<file path="src/rtl/gpio_led_ctrl.sv">
// LED pattern sequencer with static, blink and chase modes and a programmable step prescaler.
// Optional PWM brightness gating when GPIO_LED_CTRL_PWM_EN is defined (adds duty_i).
module gpio_led_ctrl #(
  parameter int unsigned GPIO_NUM  = 32,
  parameter int unsigned DIV_WIDTH = 16
) (
  input  logic                 clk_i,
  input  logic                 rst_n_i,
  input  logic                 load_i,
  input  logic                 stop_i,
  input  logic                 en_i,
  input  logic [1:0]           mode_i,
  input  logic [GPIO_NUM-1:0]  pattern_i,
  input  logic [DIV_WIDTH-1:0] div_i,
`ifdef GPIO_LED_CTRL_PWM_EN
  input  logic [7:0]           duty_i,
`endif
  output logic [GPIO_NUM-1:0]  led_o,
  output logic                 tick_o,
  output logic                 busy_o
);

  typedef enum logic [1:0] {StIdle, StRun, StPause} state_e;

  localparam logic [1:0] ModeStatic = 2'b00;
  localparam logic [1:0] ModeBlink  = 2'b01;
  localparam logic [1:0] ModeLeft   = 2'b10;
  localparam logic [1:0] ModeRight  = 2'b11;

  state_e               state_q, state_d;
  logic [GPIO_NUM-1:0]  pat_q, pat_d;
  logic [1:0]           mode_q, mode_d;
  logic [DIV_WIDTH-1:0] div_q, div_d;
  logic [DIV_WIDTH-1:0] cnt_q, cnt_d;
  logic                 phase_q, phase_d;
  logic                 tick_q, tick_d;
  logic [GPIO_NUM-1:0]  led_q, led_d;

  always_comb begin
    state_d = state_q;
    pat_d   = pat_q;
    mode_d  = mode_q;
    div_d   = div_q;
    cnt_d   = cnt_q;
    phase_d = phase_q;
    tick_d  = 1'b0;
    if (stop_i) begin
      state_d = StIdle;
      pat_d   = '0;
      cnt_d   = '0;
      phase_d = 1'b0;
    end else if (load_i) begin
      // A load coincident with a step discards that step.
      pat_d   = pattern_i;
      mode_d  = mode_i;
      div_d   = div_i;
      cnt_d   = '0;
      phase_d = 1'b1;
      state_d = en_i ? StRun : StPause;
    end else begin
      unique case (state_q)
        StIdle: ;
        StRun: begin
          if (!en_i) begin
            state_d = StPause;
          end else if (cnt_q == div_q) begin
            cnt_d  = '0;
            tick_d = 1'b1;
            unique case (mode_q)
              ModeStatic: ;
              ModeBlink:  phase_d = ~phase_q;
              ModeLeft:   pat_d = {pat_q[GPIO_NUM-2:0], pat_q[GPIO_NUM-1]};
              ModeRight:  pat_d = {pat_q[0], pat_q[GPIO_NUM-1:1]};
            endcase
          end else begin
            cnt_d = cnt_q + 1'b1;
          end
        end
        StPause: begin
          if (en_i) state_d = StRun;
        end
        default: state_d = StIdle;
      endcase
    end

    // LED drive is registered from next-state values so it lines up with tick.
    if (state_d == StIdle) begin
      led_d = '0;
    end else if (mode_d == ModeBlink) begin
      led_d = phase_d ? pat_d : '0;
    end else begin
      led_d = pat_d;
    end
  end

  always_ff @(posedge clk_i or negedge rst_n_i) begin
    if (!rst_n_i) begin
      state_q <= StIdle;
      pat_q   <= '0;
      mode_q  <= ModeStatic;
      div_q   <= '0;
      cnt_q   <= '0;
      phase_q <= 1'b0;
      tick_q  <= 1'b0;
      led_q   <= '0;
    end else begin
      state_q <= state_d;
      pat_q   <= pat_d;
      mode_q  <= mode_d;
      div_q   <= div_d;
      cnt_q   <= cnt_d;
      phase_q <= phase_d;
      tick_q  <= tick_d;
      led_q   <= led_d;
    end
  end

`ifdef GPIO_LED_CTRL_PWM_EN
  logic [7:0] pwm_cnt_q, pwm_cnt_d;
  logic       pwm_on;

  always_comb begin
    pwm_cnt_d = pwm_cnt_q + 8'd1;
    pwm_on    = pwm_cnt_q < duty_i;
  end

  always_ff @(posedge clk_i or negedge rst_n_i) begin
    if (!rst_n_i) begin
      pwm_cnt_q <= 8'd0;
    end else begin
      pwm_cnt_q <= pwm_cnt_d;
    end
  end

  assign led_o = led_q & {GPIO_NUM{pwm_on}};
`else
  assign led_o = led_q;
`endif

  assign tick_o = tick_q;
  assign busy_o = (state_q != StIdle);

endmodule

</file>
<file path="config.mk">
export PLATFORM = sky130hd
export DESIGN_NAME = gpio_led_ctrl
export DESIGN_NICKNAME = d
export VERILOG_FILES = /design/src/rtl/gpio_led_ctrl.sv
export SDC_FILE = /design/constraint.sdc
export NUM_CORES = 1
export LEC_CHECK = 0
export ABC_AREA = 1
export BUFFER_PORTS_ARGS = -buffer_cell sky130_fd_sc_hd__clkbuf_2
export CORE_MARGIN = 2
export CORE_UTILIZATION = 59
export CTS_BUF_LIST = sky130_fd_sc_hd__clkbuf_4 sky130_fd_sc_hd__clkbuf_8
export DETAILED_ROUTE_END_ITERATION = 10
export GPL_TIMING_DRIVEN = 0
export PLACE_DENSITY = 0.83
export SKIP_LAST_GASP = 1
export SYNTH_ARGS = -nofsm -noshare
export SYNTH_HDL_FRONTEND = slang
export SYNTH_SLANG_ARGS = --single-unit
</file>
<file path="constraint.sdc">
create_clock -name clk_i -period 2 [get_ports clk_i]
set_input_delay 0.3 -clock clk_i [delete_from_list [all_inputs] [get_ports clk_i]]
set_output_delay 0.3 -clock clk_i [all_outputs]
set_load 0.01 [all_outputs]
</file>
======== Word-level counts from Yosys, hierarchy flattened ========
Cells that the tools add are included.
cells by class
  muxes and demuxes ....................... 33
  equality and inequality tests ........... 7
  reductions and logical operators ........ 7
  add/subtract/negate cells ............... 1
  bitwise operators ....................... 2
operator list
  cell                                                              count
  32-bit 2-to-1 mux                                                 8
  16-bit 2-to-1 mux                                                 5
  32-bit one-hot mux with 2 select lines                            1
  16-bit by 1-bit adder with 16-bit output (second input constant)  1
  16-bit == test                                                    1
  2-bit 2-to-1 mux                                                  7
  1-bit 2-to-1 mux                                                  11
  2-bit by 1-bit == test with 1-bit output (second input constant)  3
  2-bit == test (second input constant)                             3
  2-bit one-hot mux with 3 select lines                             1
  3-bit nonzero test                                                2
  2-bit logical NOT                                                 2
  2-bit AND reduction                                               2
  1-bit NOT                                                         2
  2-bit nonzero test                                                1
word-level totals
  flip-flop bits (word level) ............. 102

======== Depth between registers and ports, before layout ========
Gate-level depths: netlist of run 1.
  word-level depth ........................ 10
  depth in mapped cells ................... 14

======== Least setup slack after synthesis of run 1 ========
Ideal clock, no wire load.
  path type ............................... register -> register
  from .................................... reg cnt_q[0]
  to ...................................... reg led_q[23] (netlist: led_o[23])
  slack ................................... 0.367 ns
  library setup time ...................... 0.128 ns
  data arrival time ....................... 1.505 ns
  clock period less this slack ............ 1.633 ns
  required time ........................... 1.872 ns
  cell stages (with the launch flop) ...... 14
  cells stage by stage .................... dfrtp_1 > nand2_1 > nand2_1 > nor2_1 > nand2_2 > nor2_8 > nand3_4 > buf_2 > nor2_1 > nor2_1 > nand2_1 > nand2_1 > nand2_1 > a21oi_2
between the ends
  longest elaborated chain between the ends .. 9
  elaborated cells on any way between the ends .. 14
  classes of those cells .................. 1 x eq/ne; 13 x mux
ends and longest elaborated chain
  element                 line  text
  from (decl)             34    logic [DIV_WIDTH-1:0] cnt_q, cnt_d;
  from (signal assigned)  111   cnt_q <= cnt_d;
  16-bit == test (*)      66    end else if (cnt_q == div_q) begin
  32-bit 2-to-1 mux (*)   66
  32-bit 2-to-1 mux (*)   64    if (!en_i) begin
  32-bit 2-to-1 mux (*)   61    unique case (state_q)
  32-bit 2-to-1 mux (*)   52    end else if (load_i) begin
  32-bit 2-to-1 mux (*)   47    if (stop_i) begin
  via pat_d[23]           31    logic [GPIO_NUM-1:0] pat_q, pat_d;
  32-bit 2-to-1 mux       90    led_d = phase_d ? pat_d : '0;
  32-bit 2-to-1 mux (*)   89    end else if (mode_d == ModeBlink) begin
  32-bit 2-to-1 mux (*)   87    if (state_d == StIdle) begin
  via led_d[23]           37    logic [GPIO_NUM-1:0] led_q, led_d;
  to (signal assigned)    114   led_q <= led_d;
  to (decl)               37
The timed path passes the listed nets; every way through them passes the cells marked *.
A chain may end at the register's enable or synchronous reset.

======== Final worst setup path of run 1 ========
  from .................................... reg cnt_q[10]
  to ...................................... reg led_q[31] (netlist: led_o[31])
between the ends
  longest elaborated chain between the ends .. 9
  elaborated cells on any way between the ends .. 14
  classes of those cells .................. 1 x eq/ne; 13 x mux
ends and longest elaborated chain
  element                                                       line
  16-bit == test (*)                                            66
  32-bit 2-to-1 mux / 1-bit 2-to-1 mux (equally long branches)  66
  32-bit 2-to-1 mux / 1-bit 2-to-1 mux (equally long branches)  64
  32-bit 2-to-1 mux / 1-bit 2-to-1 mux (equally long branches)  61
  32-bit 2-to-1 mux / 1-bit 2-to-1 mux (equally long branches)  52
  32-bit 2-to-1 mux / 1-bit 2-to-1 mux (equally long branches)  47
  32-bit 2-to-1 mux                                             90
  32-bit 2-to-1 mux (*)                                         89
  32-bit 2-to-1 mux (*)                                         87
  via led_d[31]                                                 37
Marks and branches as above.

==> metrics.txt, run 1 <==
#FFs+latches synth approximately 100; GRT Util Overall 26.0%; maximum achievable frequency about 510 MHz; utilization after layout 73.8%; initial antenna violation count 0; Synth area leader sky130_fd_sc_hd__dfrtp_1; vias in the first global route 4679; area fraction of the dominant cell type after synthesis 47.9%; worst setup slack for register-to-register paths around 56 ps; capture point of the critical path led_o[31]; Reg2Reg Depth 14; sequential fraction of the synthesis area 47.9%; setup repair after global routing missed its margin yes; GP Congestion 0.909; deepest level of the CTS H-tree 3; Routed wire per std cell 14.1 um; master cell of the clock root buffer sky130_fd_sc_hd__clkbuf_8; final clock period utilization by the worst path 97.2%; area grow syn2layout 20.9%; floorplan die area 9810 um2; count of pins over their slew limit 0; # IOs 89; floorplan core area slightly below 9000 um2; remaining antenna violation count after routing 0; Post-DP HPWL about 8900 um; floorplan row count 34; portion of netlist area occupied by mux cells 0%; share of final-layout standard cells stronger than drive strength 1 between 20% and 30%; Final Setup Violations 0; Die Span X 99.0 um; clock buffer count from CTS 9; largest family of logic cells by synthesized area simple AND/OR/NAND/NOR gates; average vias per placed instance 5.34; Tightest Hold Check Type in -> async; Worst EP arrival between 2000 and 2500 ps; leading cell type in the layout, fill and taps excluded sky130_fd_sc_hd__nand2_1; transition time of the tightest slew-check pin 708 ps; maximum number of pins on one net before global-route repair 54; number of maximum-capacitance constraint violations 0; kind of end point of the critical path register; fraction of the mapped netlist area in compound gates between 10% and 20%; cells taking the most area after synthesis sky130_fd_sc_hd__dfrtp_1, sky130_fd_sc_hd__nand2_1, sky130_fd_sc_hd__nor2_1, sky130_fd_sc_hd__a21oi_2, sky130_fd_sc_hd__a22oi_1; worst-case clock buffer depth 2; capture point of the worst reg-to-reg path led_o[31]; minimum hold slack -19.2 ps; run status finished, violations left; hold-fix buffer count after cts 0; violations in the final reports negative hold slack; Pre-antenna DRT Iters 5; Starting DRT DRC Count 293; final net count a little under 900; minimum period implied by the final worst setup slack around 2000 ps; Max Fanout on Critical Path 7; number of nets produced by synthesis about 750; total via count in the routed design about 5k; leftover overflow at the end of global routing 0; worst setup path category reg -> reg; adder-cell share of the synthesized area 0.235%; LEAKAGE 0.00343 uW; total number of clock tree sinks 102; aggregate routed wire length 13000 um; data required time of the critical path 2300 ps; power density normalized to cell area 685 nW/um2; simple-gate portion of the synthesized area roughly 29%; total negative slack for setup checks 0 ps; warnings from Yosys 0; Worst-Skew Late Latency 380 ps; Design Power 4410 uW; placed standard-cell area roughly 6000 um2; post-CTS clock slew at the launch and capture registers of the worst setup and hold paths ~110 ps; buffers added on ports 88; die height approximately 99 um; start point of the critical path cnt_q[10]; count of endpoints failing hold in the final timing report 21; most used cells in the layout excluding fill and tap cells sky130_fd_sc_hd__nand2_1, sky130_fd_sc_hd__dfrtp_1, sky130_fd_sc_hd__nor2_1, sky130_fd_sc_hd__clkbuf_2, sky130_fd_sc_hd__inv_1; global-route wire length before repair between 20000 and 25000 um; drt drc 0; worst reg2reg path startpoint cnt_q[10]; Netlist Area Pre-Place 5330 um2; CTS tree built; Non-Filler Cell Area, Final between 6000 and 7000 um2; maximum vdd ir drop 411 uV; worst slew margin relative to its limit 52.8%; startpoint kind of the worst setup timing path register; cell count after synthesis 690; initial cell density of the core 61.1%; count of unique library cells instantiated by Yosys 32; syn_area_per_cell 7.72 um2; antenna diode count 0; area share of xor/xnor cells in the synthesized design approximately 1.6%; final worst clock skew approximately 15 ps
-- how the worst min path moves through the flow --
stage | start | end | slack [ps] | cells past startpoint
after global routing | rst_n_i | div_q[12] | 30 | 1
after detailed placement | rst_n_i | div_q[8] | 410 | 1
final | rst_n_i | div_q[8] | -20 | 1
after CTS | rst_n_i | div_q[12] | 0.9 | 1
after floorplan | rst_n_i | cnt_q[0] | 4 | 0
after global placement | div_q[15] | div_q[15] | 480 | 2
-- kinds of logic after synthesis --
kind of cell / Yosys count
xor gates and xnor gates: 10
AOI/OAI and AO/OA: 93
buffers and inverters: 114
DFF: 102
and+or+nand+nor: 370
adders and majority gates: 1
-- metrics by stage --
step / hold WS (ps) / setup WS [ps] / std cells
after floorplan: 4.41 / 367 / 690
after global placement: 481 / -645 / 886
after detailed placement: 412 / 7.10 / 887
after CTS: 0.874 / 55.0 / 903
after global routing: 31.4 / -40.9 / 922
final: -19.2 / 56.4 / 922
-- sequential cells by signal (all words and copies together) (netlist names) --
name	cells
mode_q	2
div_q	16
phase_q	1
led_o	32
tick_o	1
cnt_q	16
state_q	2
pat_q	32
-- power by group --
group          internal (uW)  switching, uW  total (uW)
sequential              2160           48.1        2210
combinational            289            515         804
clock                    610            788        1400
-- what timing repair did --
| item | CTS | global route |
|---|---|---|
| setup buffers | 0 | 16 |
| pin swaps | 0 | 5 |
| resized for setup | 1 | 35 |
| gates cloned | 0 | 3 |
| setup endpoints to repair | 1 | 43 |
-- layout make-up --
type                       count  area [um2]
clock buffer                   9         124
fill                         659        2280
tap                          108         135
inverter                      82         308
timing repair buffer         108         671
sequential                   102        2560
clock inverter                 7        87.6
buffer                        32         210
multi-input combinational    474        2350
-- cell usage after synthesis --
library cell / number
sky130_fd_sc_hd__nand2_1: 242
sky130_fd_sc_hd__dfrtp_1: 102
sky130_fd_sc_hd__nor2_1: 97
sky130_fd_sc_hd__inv_1: 62
sky130_fd_sc_hd__a22oi_1: 32
sky130_fd_sc_hd__a21oi_2: 30
sky130_fd_sc_hd__inv_2: 20
sky130_fd_sc_hd__o21ai_0: 18
sky130_fd_sc_hd__clkbuf_1: 13
sky130_fd_sc_hd__xor2_1: 10
sky130_fd_sc_hd__buf_2: 8
sky130_fd_sc_hd__buf_6: 6
sky130_fd_sc_hd__nor3_1: 6
sky130_fd_sc_hd__a21oi_1: 5
sky130_fd_sc_hd__buf_1: 5
sky130_fd_sc_hd__nand3_1: 5
sky130_fd_sc_hd__nand4_1: 4
sky130_fd_sc_hd__nand2_2: 3
sky130_fd_sc_hd__nor2_2: 3
sky130_fd_sc_hd__o22ai_1: 3
sky130_fd_sc_hd__a211oi_1: 2
sky130_fd_sc_hd__nand2_4: 2
sky130_fd_sc_hd__nor2_8: 2
sky130_fd_sc_hd__o21ai_1: 2
sky130_fd_sc_hd__a31oi_1: 1
sky130_fd_sc_hd__ha_1: 1
sky130_fd_sc_hd__nand3_2: 1
sky130_fd_sc_hd__nand3_4: 1
sky130_fd_sc_hd__nand4_4: 1
sky130_fd_sc_hd__nor2_4: 1
sky130_fd_sc_hd__nor4_1: 1
sky130_fd_sc_hd__or2_2: 1
-- per-layer routing --
metal	global-route usage (%)	up-vias	part of all wire [%]
met3	5.96	38	6.0
met1	34.3	2323	42
met5	0	-	0
met4	8.32	0	2.3
li1	-	2375	-
met2	42.8	185	50
-- critical path: stages, from the launching register on --
cell	delay [ps]
sky130_fd_sc_hd__dfrtp_1	400
sky130_fd_sc_hd__inv_2	70
sky130_fd_sc_hd__nand2_1	50
sky130_fd_sc_hd__nand2_1	50
sky130_fd_sc_hd__nor2_2	130
sky130_fd_sc_hd__nand2_2	110
sky130_fd_sc_hd__nor2_8	160
sky130_fd_sc_hd__buf_12	120
sky130_fd_sc_hd__nand2_4	50
sky130_fd_sc_hd__nor2_4	80
sky130_fd_sc_hd__nand3_2	100
sky130_fd_sc_hd__nand3_4	100
sky130_fd_sc_hd__nand2_8	110
sky130_fd_sc_hd__buf_4	160
sky130_fd_sc_hd__a21oi_1	170
No activity file was read; power rests on OpenSTA's default activity.
==> run 2, diff against run 1 <==
==> constraint.sdc (replaced) <==
create_clock -name clk_i -period 1.79 [get_ports clk_i]
set_input_delay 0.2685 -clock clk_i [delete_from_list [all_inputs] [get_ports clk_i]]
set_output_delay 0.2685 -clock clk_i [all_outputs]
set_load 0.01 [all_outputs]
==> run 2 against run 1 <==
The flow finishes with violations (negative setup slack). Sequential cell count stayed put. Utilization up 0.99 points. Global-route usage is 0.50 points higher. Count of clock-buffer cells in the layout stayed put. First-iteration DRC count down 2.0%. Worst hold slack better by 100 ps. Die area unchanged. Register-to-register slack got worse by 150 ps. Via count rose by 1.3%. Critical path depth did not move. Critical endpoint is now led_o[21]. Largest cell class unchanged. Highest routed layer unchanged.
==> metrics.txt, run 2 (synthesis results as in run 1) <==
run status finished, violations left; violations in the final reports negative setup slack; master cell of the clock root buffer sky130_fd_sc_hd__clkbuf_8; gate family responsible for the most delay along the worst path simple AND/OR/NAND/NOR gates; kind of end point of the critical path register; most used cells in the layout excluding fill and tap cells sky130_fd_sc_hd__nand2_1, sky130_fd_sc_hd__dfrtp_1, sky130_fd_sc_hd__clkbuf_2, sky130_fd_sc_hd__nor2_1, sky130_fd_sc_hd__inv_1; count of endpoints failing hold in the final timing report 0 (-100%); Tightest Hold Check Type in -> reg; antenna diode count 0 (unchanged); worst setup path category reg -> reg; Psw 1510 uW (+12%); LEAKAGE 0.00347 uW (+1.1%); post-CTS clock slew at the launch and capture registers of the worst setup and hold paths 110 ps (about the same); Post-DP HPWL 8850 um (unchanged); highest-utilization routing layer at the global route stage met2; power share of the clock group 31.4% (-0.3 points); worst slew margin relative to its limit 53.2% (+0.35 points); GP Congestion 0.909 (unchanged); initial antenna violation count 0 (unchanged); maximum number of pins on one net before global-route repair 54 (unchanged); final worst clock skew 13.5 ps (-1.27 ps); initial cell density of the core 61.1% (unchanged); Routed wire per std cell 14.2 um (+0.37%); placed standard-cell area 5930 um2 (unchanged); Worst-Skew Late Latency 370 ps (about the same); WP buf/inv 2 (-1); Slowest Stage Delay on Critical Path 420 ps (+20 ps); startpoint kind of the worst setup timing path register; leading cell type in the layout, fill and taps excluded sky130_fd_sc_hd__nand2_1; vias in the first global route 4727 (+1.0%); # IOs 89 (unchanged); minimum period implied by the final worst setup slack 1880 ps (-63.4 ps); final worst slack -90.1 ps (-147 ps); worst setup slack for register-to-register paths -90 ps (-150 ps); Die Span X 99.0 um (unchanged); met3 routing resource usage after global routing 5.46% (-0.50 points); floorplan core area 8720 um2 (unchanged); worst reg2reg path startpoint cnt_q[14]; Final Setup Violations 32 (+32); share of power burned in combinational logic 18.5% (+0.3 points); Design Power 4930 uW (+12%); floorplan row count 34 (unchanged); slowest stage cell, crit path sky130_fd_sc_hd__dfrtp_1; total negative slack for setup checks -1910 ps (-1910 ps); Pre-antenna DRT Iters 5 (unchanged); floorplan die area 9810 um2 (unchanged); Reg2Reg Depth 14 (unchanged); final clock period utilization by the worst path 105% (+7.9 points); global routing met1 resource utilization 35.1% (+0.76 points); cell count of the worst hold path 2; die height 99.0 um (unchanged); filler instances 627 (-4.9%); setup repair after global routing missed its margin yes; Starting DRT DRC Count 287 (-2.0%); share of final-layout standard cells stronger than drive strength 1 28.5% (+1.3 points); power density normalized to cell area 756 nW/um2 (+10%); remaining antenna violation count after routing 0 (unchanged); utilization after layout 74.8% (+0.99 points); final net count 871 (+0.69%); cell chain of the critical path inv_2, nand2_1, nand2_1, nor2_1, nand2_2, nor2_8, nand3_4, buf_6, nor2_1, nor2_1, nand2_1, nand2_1, nand2_1, a21oi_2; proportion of total power due to net switching 30.6% (-0.053 points); average vias per placed instance 5.37 (+0.61%); capture point of the worst reg-to-reg path led_o[21]; transition time of the tightest slew-check pin 703 ps (-5.27 ps); met2 usage 43.9% (+1.1 points); Non-Filler Cell Area, Final 6530 um2 (+1.3%); area grow syn2layout 22.5%; endpoint of the worst hold path state_q[1]; drt drc 0 (unchanged); count of pins over their slew limit 0 (unchanged); maximum achievable frequency 532 MHz (+3.4%); total via count in the routed design 4983 (+1.3%); clock buffer count from CTS 9 (unchanged); Worst EP arrival 2120 ps (-130 ps); GRT Util Overall 26.5% (+0.50 points); leftover overflow at the end of global routing 0 (unchanged); share of power burned in registers 50.1% (about the same); critical path's most frequent cell sky130_fd_sc_hd__nand2_1; worst-case clock buffer depth 2 (unchanged); Max Fanout on Critical Path 10 (+3); data required time of the critical path 2030 ps (-270 ps); deepest level of the CTS H-tree 3 (unchanged); CTS tree built; Internal Pwr Total 3420 uW (+12%); aggregate routed wire length 13200 um (+1.0%); global-route wire length before repair 21200 um (+1.8%); total number of clock tree sinks 102 (unchanged); number of maximum-capacitance constraint violations 0 (unchanged); buffers added on ports 88 (unchanged); maximum vdd ir drop 504 uV (+23%); critical hold path startpoint en_i
run 2: power by group through the flow:
stage                     clock network [uW]  logic [uW]  registers [uW]
after global routing                    1660        1010            2480
after global placement                     0         783            2510
after floorplan                            0         547            2520
after CTS                               1580         841            2470
after detailed placement                   0         822            2510
final                                   1550         913            2470
run 2: layout make-up:
type,count,area (um2),area share [%]
multi-input cells,474,2390,36.6
well taps,108,135,2.07
clock inverters,7,87.6,1.34
inverters,82,308,4.72
clock buffers,9,124,1.90
repair buffers,114,697,10.7
plain buffers,32,233,3.57
flip-flops and latches,102,2550,39.1
run 2: metrics by stage:
stage,worst slack [ps],cells,hold slack [ps]
after floorplan,157,690,-27.1
after global placement,-824,886,456
after detailed placement,-203,887,381
after CTS,-47.9,919,56.9
after global routing,-224,928,58.5
final,-90.1,928,83.5
run 2: routing by layer:
layer	routed length [um]	vias up
met4	321	0
met3	932	35
li1	-	2389
met1	5330	2349
met5	0	-
met2	6570	210
run 2: worst max-delay path by stage:
stage	from	end	slack, ps	cells past startpoint
after floorplan	cnt_q[0]	led_o[23]	160	13
after global placement	rst_n_i	led_o[6]	-820	1
after detailed placement	cnt_q[0]	cnt_q[14]	-200	9
after CTS	cnt_q[8]	led_o[21]	-50	14
after global routing	cnt_q[7]	led_o[15]	-220	14
final	cnt_q[14]	led_o[21]	-90	14
run 2: worst register-to-register path, delay by kind of cell, from the launching register on:
family | cells | cell delay, ps
compound gates | 1 | 40
buf+inv | 2 | 250
flops | 1 | 420
simple gates | 11 | 1040
run 2: timing repair:
| item | 4_1_cts | 5_1_grt |
|---|---|---|
| setup endpoints to repair | 50 | 74 |
| hold endpoints to repair | 49 | 0 |
| setup buffers | 15 | 5 |
| pin swaps | 6 | 15 |
| hold buffers | 1 | 0 |
| cloned | 0 | 4 |
| resized for setup | 17 | 33 |
==> run 3, diff against run 2 <==
--- a/config.mk
+++ b/config.mk
@@ -12,7 +12,7 @@
 export CTS_BUF_LIST = sky130_fd_sc_hd__clkbuf_4 sky130_fd_sc_hd__clkbuf_8
 export DETAILED_ROUTE_END_ITERATION = 10
 export GPL_TIMING_DRIVEN = 0
-export PLACE_DENSITY = 0.83
+export PLACE_DENSITY_LB_ADDON = 0.2
 export SKIP_LAST_GASP = 1
 export SYNTH_ARGS = -nofsm -noshare
 export SYNTH_HDL_FRONTEND = slang
==> run 3 against run 2 <==
The run still ends with negative setup slack left. Worst hold slack lost 0.81 ps. Utilization increased by 0.33 points. Clock skew grew 5.3 ps. Sequential cell count did not move. Design area grew 0.44%. Cell count rose by 0.75%. Non-clock buffer count grew 6.
==> metrics.txt, run 3 (synthesis results as in run 1) <==
run status finished, violations left; violations in the final reports negative setup slack; transition time of the tightest slew-check pin 622 ps (-80.7 ps); Starting DRT DRC Count 293 (+2.1%); worst slew margin relative to its limit 58.5% (+5.4 points); setup repair after global routing missed its margin yes; maximum vdd ir drop 476 uV (-5.6%); Design Power 4830 uW (-2.1%); Non-Filler Cell Area, Final 6560 um2 (+0.44%); initial antenna violation count 0 (unchanged); Routed wire per std cell 14.3 um (+0.75%); # IOs 89 (unchanged); utilization after layout 75.2% (+0.33 points); Psw 1480 uW (-1.8%); count of pins over their slew limit 0 (unchanged); highest signal layer in the routed design met4; slowest stage cell, crit path sky130_fd_sc_hd__dfrtp_1; cell total after placement 887 (unchanged); buffers added on ports 88 (unchanged); total length of routed met2 wires 6770 um (+3.2%); global-route wire length before repair 20900 um (-1.5%); floorplan die area 9810 um2 (unchanged); leading cell type in the layout, fill and taps excluded sky130_fd_sc_hd__nand2_1; floorplan core area 8720 um2 (unchanged); share of power burned in combinational logic 19.0% (+0.5 points); wire length on met3 850 um (-8.8%); floorplan row count 34 (unchanged); WP buf/inv 2 (unchanged); share of power burned in registers 51.2% (+1.1 points); final worst clock skew 18.8 ps (+5.34 ps); Internal Pwr Total 3350 uW (-2.2%); final net count 878 (+0.80%); maximum number of pins on one net before global-route repair 61 (+13%); minimum period implied by the final worst setup slack 1910 ps (+31.9 ps); Die Span X 99.0 um (unchanged); share of final-layout standard cells stronger than drive strength 1 28.7% (+0.12 points); antenna diode count 0 (unchanged); Worst-Skew Late Latency 370 ps (about the same); leftover overflow at the end of global routing 0 (unchanged); master cell of the clock root buffer sky130_fd_sc_hd__clkbuf_8; Max Fanout on Critical Path 5 (-5); Post-DP HPWL 8820 um (-0.41%); drt drc 0 (unchanged); kind of end point of the critical path register; Pre-antenna DRT Iters 7 (+2); area of combinational cells with multiple inputs 2380 um2 (-0.31%); cell chain of the critical path inv_2, nand2_1, nand2_1, nor2_2, nand2_2, nor2_8, nand2_4, nor2_4, nand3_2, nand3_4, nand2_8, clkbuf_16, a21oi_2; total via count in the routed design 4992 (+0.18%); average vias per placed instance 5.34 (-0.57%); count of endpoints failing hold in the final timing report 0 (unchanged); wire length on met1 5530 um (+3.8%); GP Congestion 0.878 (-3.4%); worst setup path category reg -> reg; final worst slack -122 ps (-31.9 ps); startpoint kind of the worst setup timing path register; power density normalized to cell area 737 nW/um2 (-2.5%); vias in the first global route 4643 (-1.8%); die height 99.0 um (unchanged); proportion of total power due to net switching 30.7% (+0.096 points); post-CTS clock slew at the launch and capture registers of the worst setup and hold paths 100 ps (about the same); filler instances 611 (-2.6%); number of maximum-capacitance constraint violations 0 (unchanged); final cell count without fillers 935 (+0.75%); worst-case clock buffer depth 2 (unchanged); maximum achievable frequency 523 MHz (-1.7%); gate family responsible for the most delay along the worst path simple AND/OR/NAND/NOR gates; data required time of the critical path 2090 ps (+60 ps); power share of the clock group 29.7% (-1.7 points); Tightest Hold Check Type in -> reg; remaining antenna violation count after routing 0 (unchanged); final clock period utilization by the worst path 107% (+1.8 points); most used cells in the layout excluding fill and tap cells sky130_fd_sc_hd__nand2_1, sky130_fd_sc_hd__dfrtp_1, sky130_fd_sc_hd__clkbuf_2, sky130_fd_sc_hd__nor2_1, sky130_fd_sc_hd__inv_1; critical path's most frequent cell sky130_fd_sc_hd__nand2_1; Slowest Stage Delay on Critical Path 400 ps (-20 ps); clock buffer count from CTS 9 (unchanged); total number of clock tree sinks 102 (unchanged); LEAKAGE 0.00351 uW (+1.2%); Final Setup Violations 34 (+6.3%); minimum hold slack 82.7 ps (-0.808 ps); aggregate routed wire length 13300 um (+1.5%); Register Area 2560 um2 (about the same); CTS tree built; Worst EP arrival 2220 ps (+100 ps); initial cell density of the core 61.1% (unchanged); deepest level of the CTS H-tree 3 (unchanged); GRT Util Overall 26.2% (-0.33 points); placed standard-cell area 5930 um2 (unchanged); area grow syn2layout 23.0%
## run 3: cell count changes in the layout (fill, tap and decap cells not counted), sizes merged
| cell | previous run | this run |
|---|---|---|
| inv | 86 | 83 |
| buf | 42 | 47 |
| nand2 | 247 | 248 |
| clkinvlp | 0 | 1 |
| clkbuf | 112 | 115 |
| bufinv | 1 | 0 |
| clkinv | 2 | 3 |
## run 3: power by group through the flow
stage / combinational, uW / clock, uW / sequential [uW]
6_report: 919 / 1440 / 2470
3_5_place_dp: 826 / 0 / 2510
5_1_grt: 1020 / 1520 / 2490
4_1_cts: 850 / 1450 / 2470
2_1_floorplan: 547 / 0 / 2520
3_3_place_gp: 785 / 0 / 2510
## run 3: stage by stage
stage | setup WS [ps] | TNS, ps
after floorplan | 157 | 0
after global placement | -835 | -86330
after detailed placement | -190 | -3840
after CTS | -44.6 | -720
after global routing | -215 | -8040
final | -122 | -3030
## run 3: timing repair
action                                  4_1_cts  5_1_grt
hold endpoints to repair                     42        0
resized for setup                            21       22
setup buffers                                12       12
gates cloned                                  0        7
pin swaps                                     7       11
endpoints found under the setup margin       47       76
hold buffers                                  1        0
## run 3: cell type report
class / instances / area share, %
buffer: 32 / 3.49
clock buffer: 11 / 2.31
clock inverter: 5 / 0.649
inverter: 82 / 4.70
multi-input combinational: 475 / 36.3
sequential: 102 / 39.0
tap: 108 / 2.06
timing repair buffer: 120 / 11.5
## run 3: worst paths after layout
kind,startpoint,end,slack (ps),cells past startpoint
max reg2reg,cnt_q[2],led_o[9],-120,13
min in group asynchronous,rst_n_i,div_q[8],470,2
min reg2reg,div_q[15],div_q[15],530,2
max in group asynchronous,rst_n_i,mode_q[0],610,3
max,cnt_q[2],led_o[9],-120,13
min,en_i,state_q[1],80,2
## run 3: metal layers
layer | vias to the layer above | global-route usage [%]
met1 | 2365 | 36.0
met2 | 199 | 43.5
met3 | 18 | 3.48
met5 | - | 0
met4 | 0 | 8.11
li1 | 2410 | -
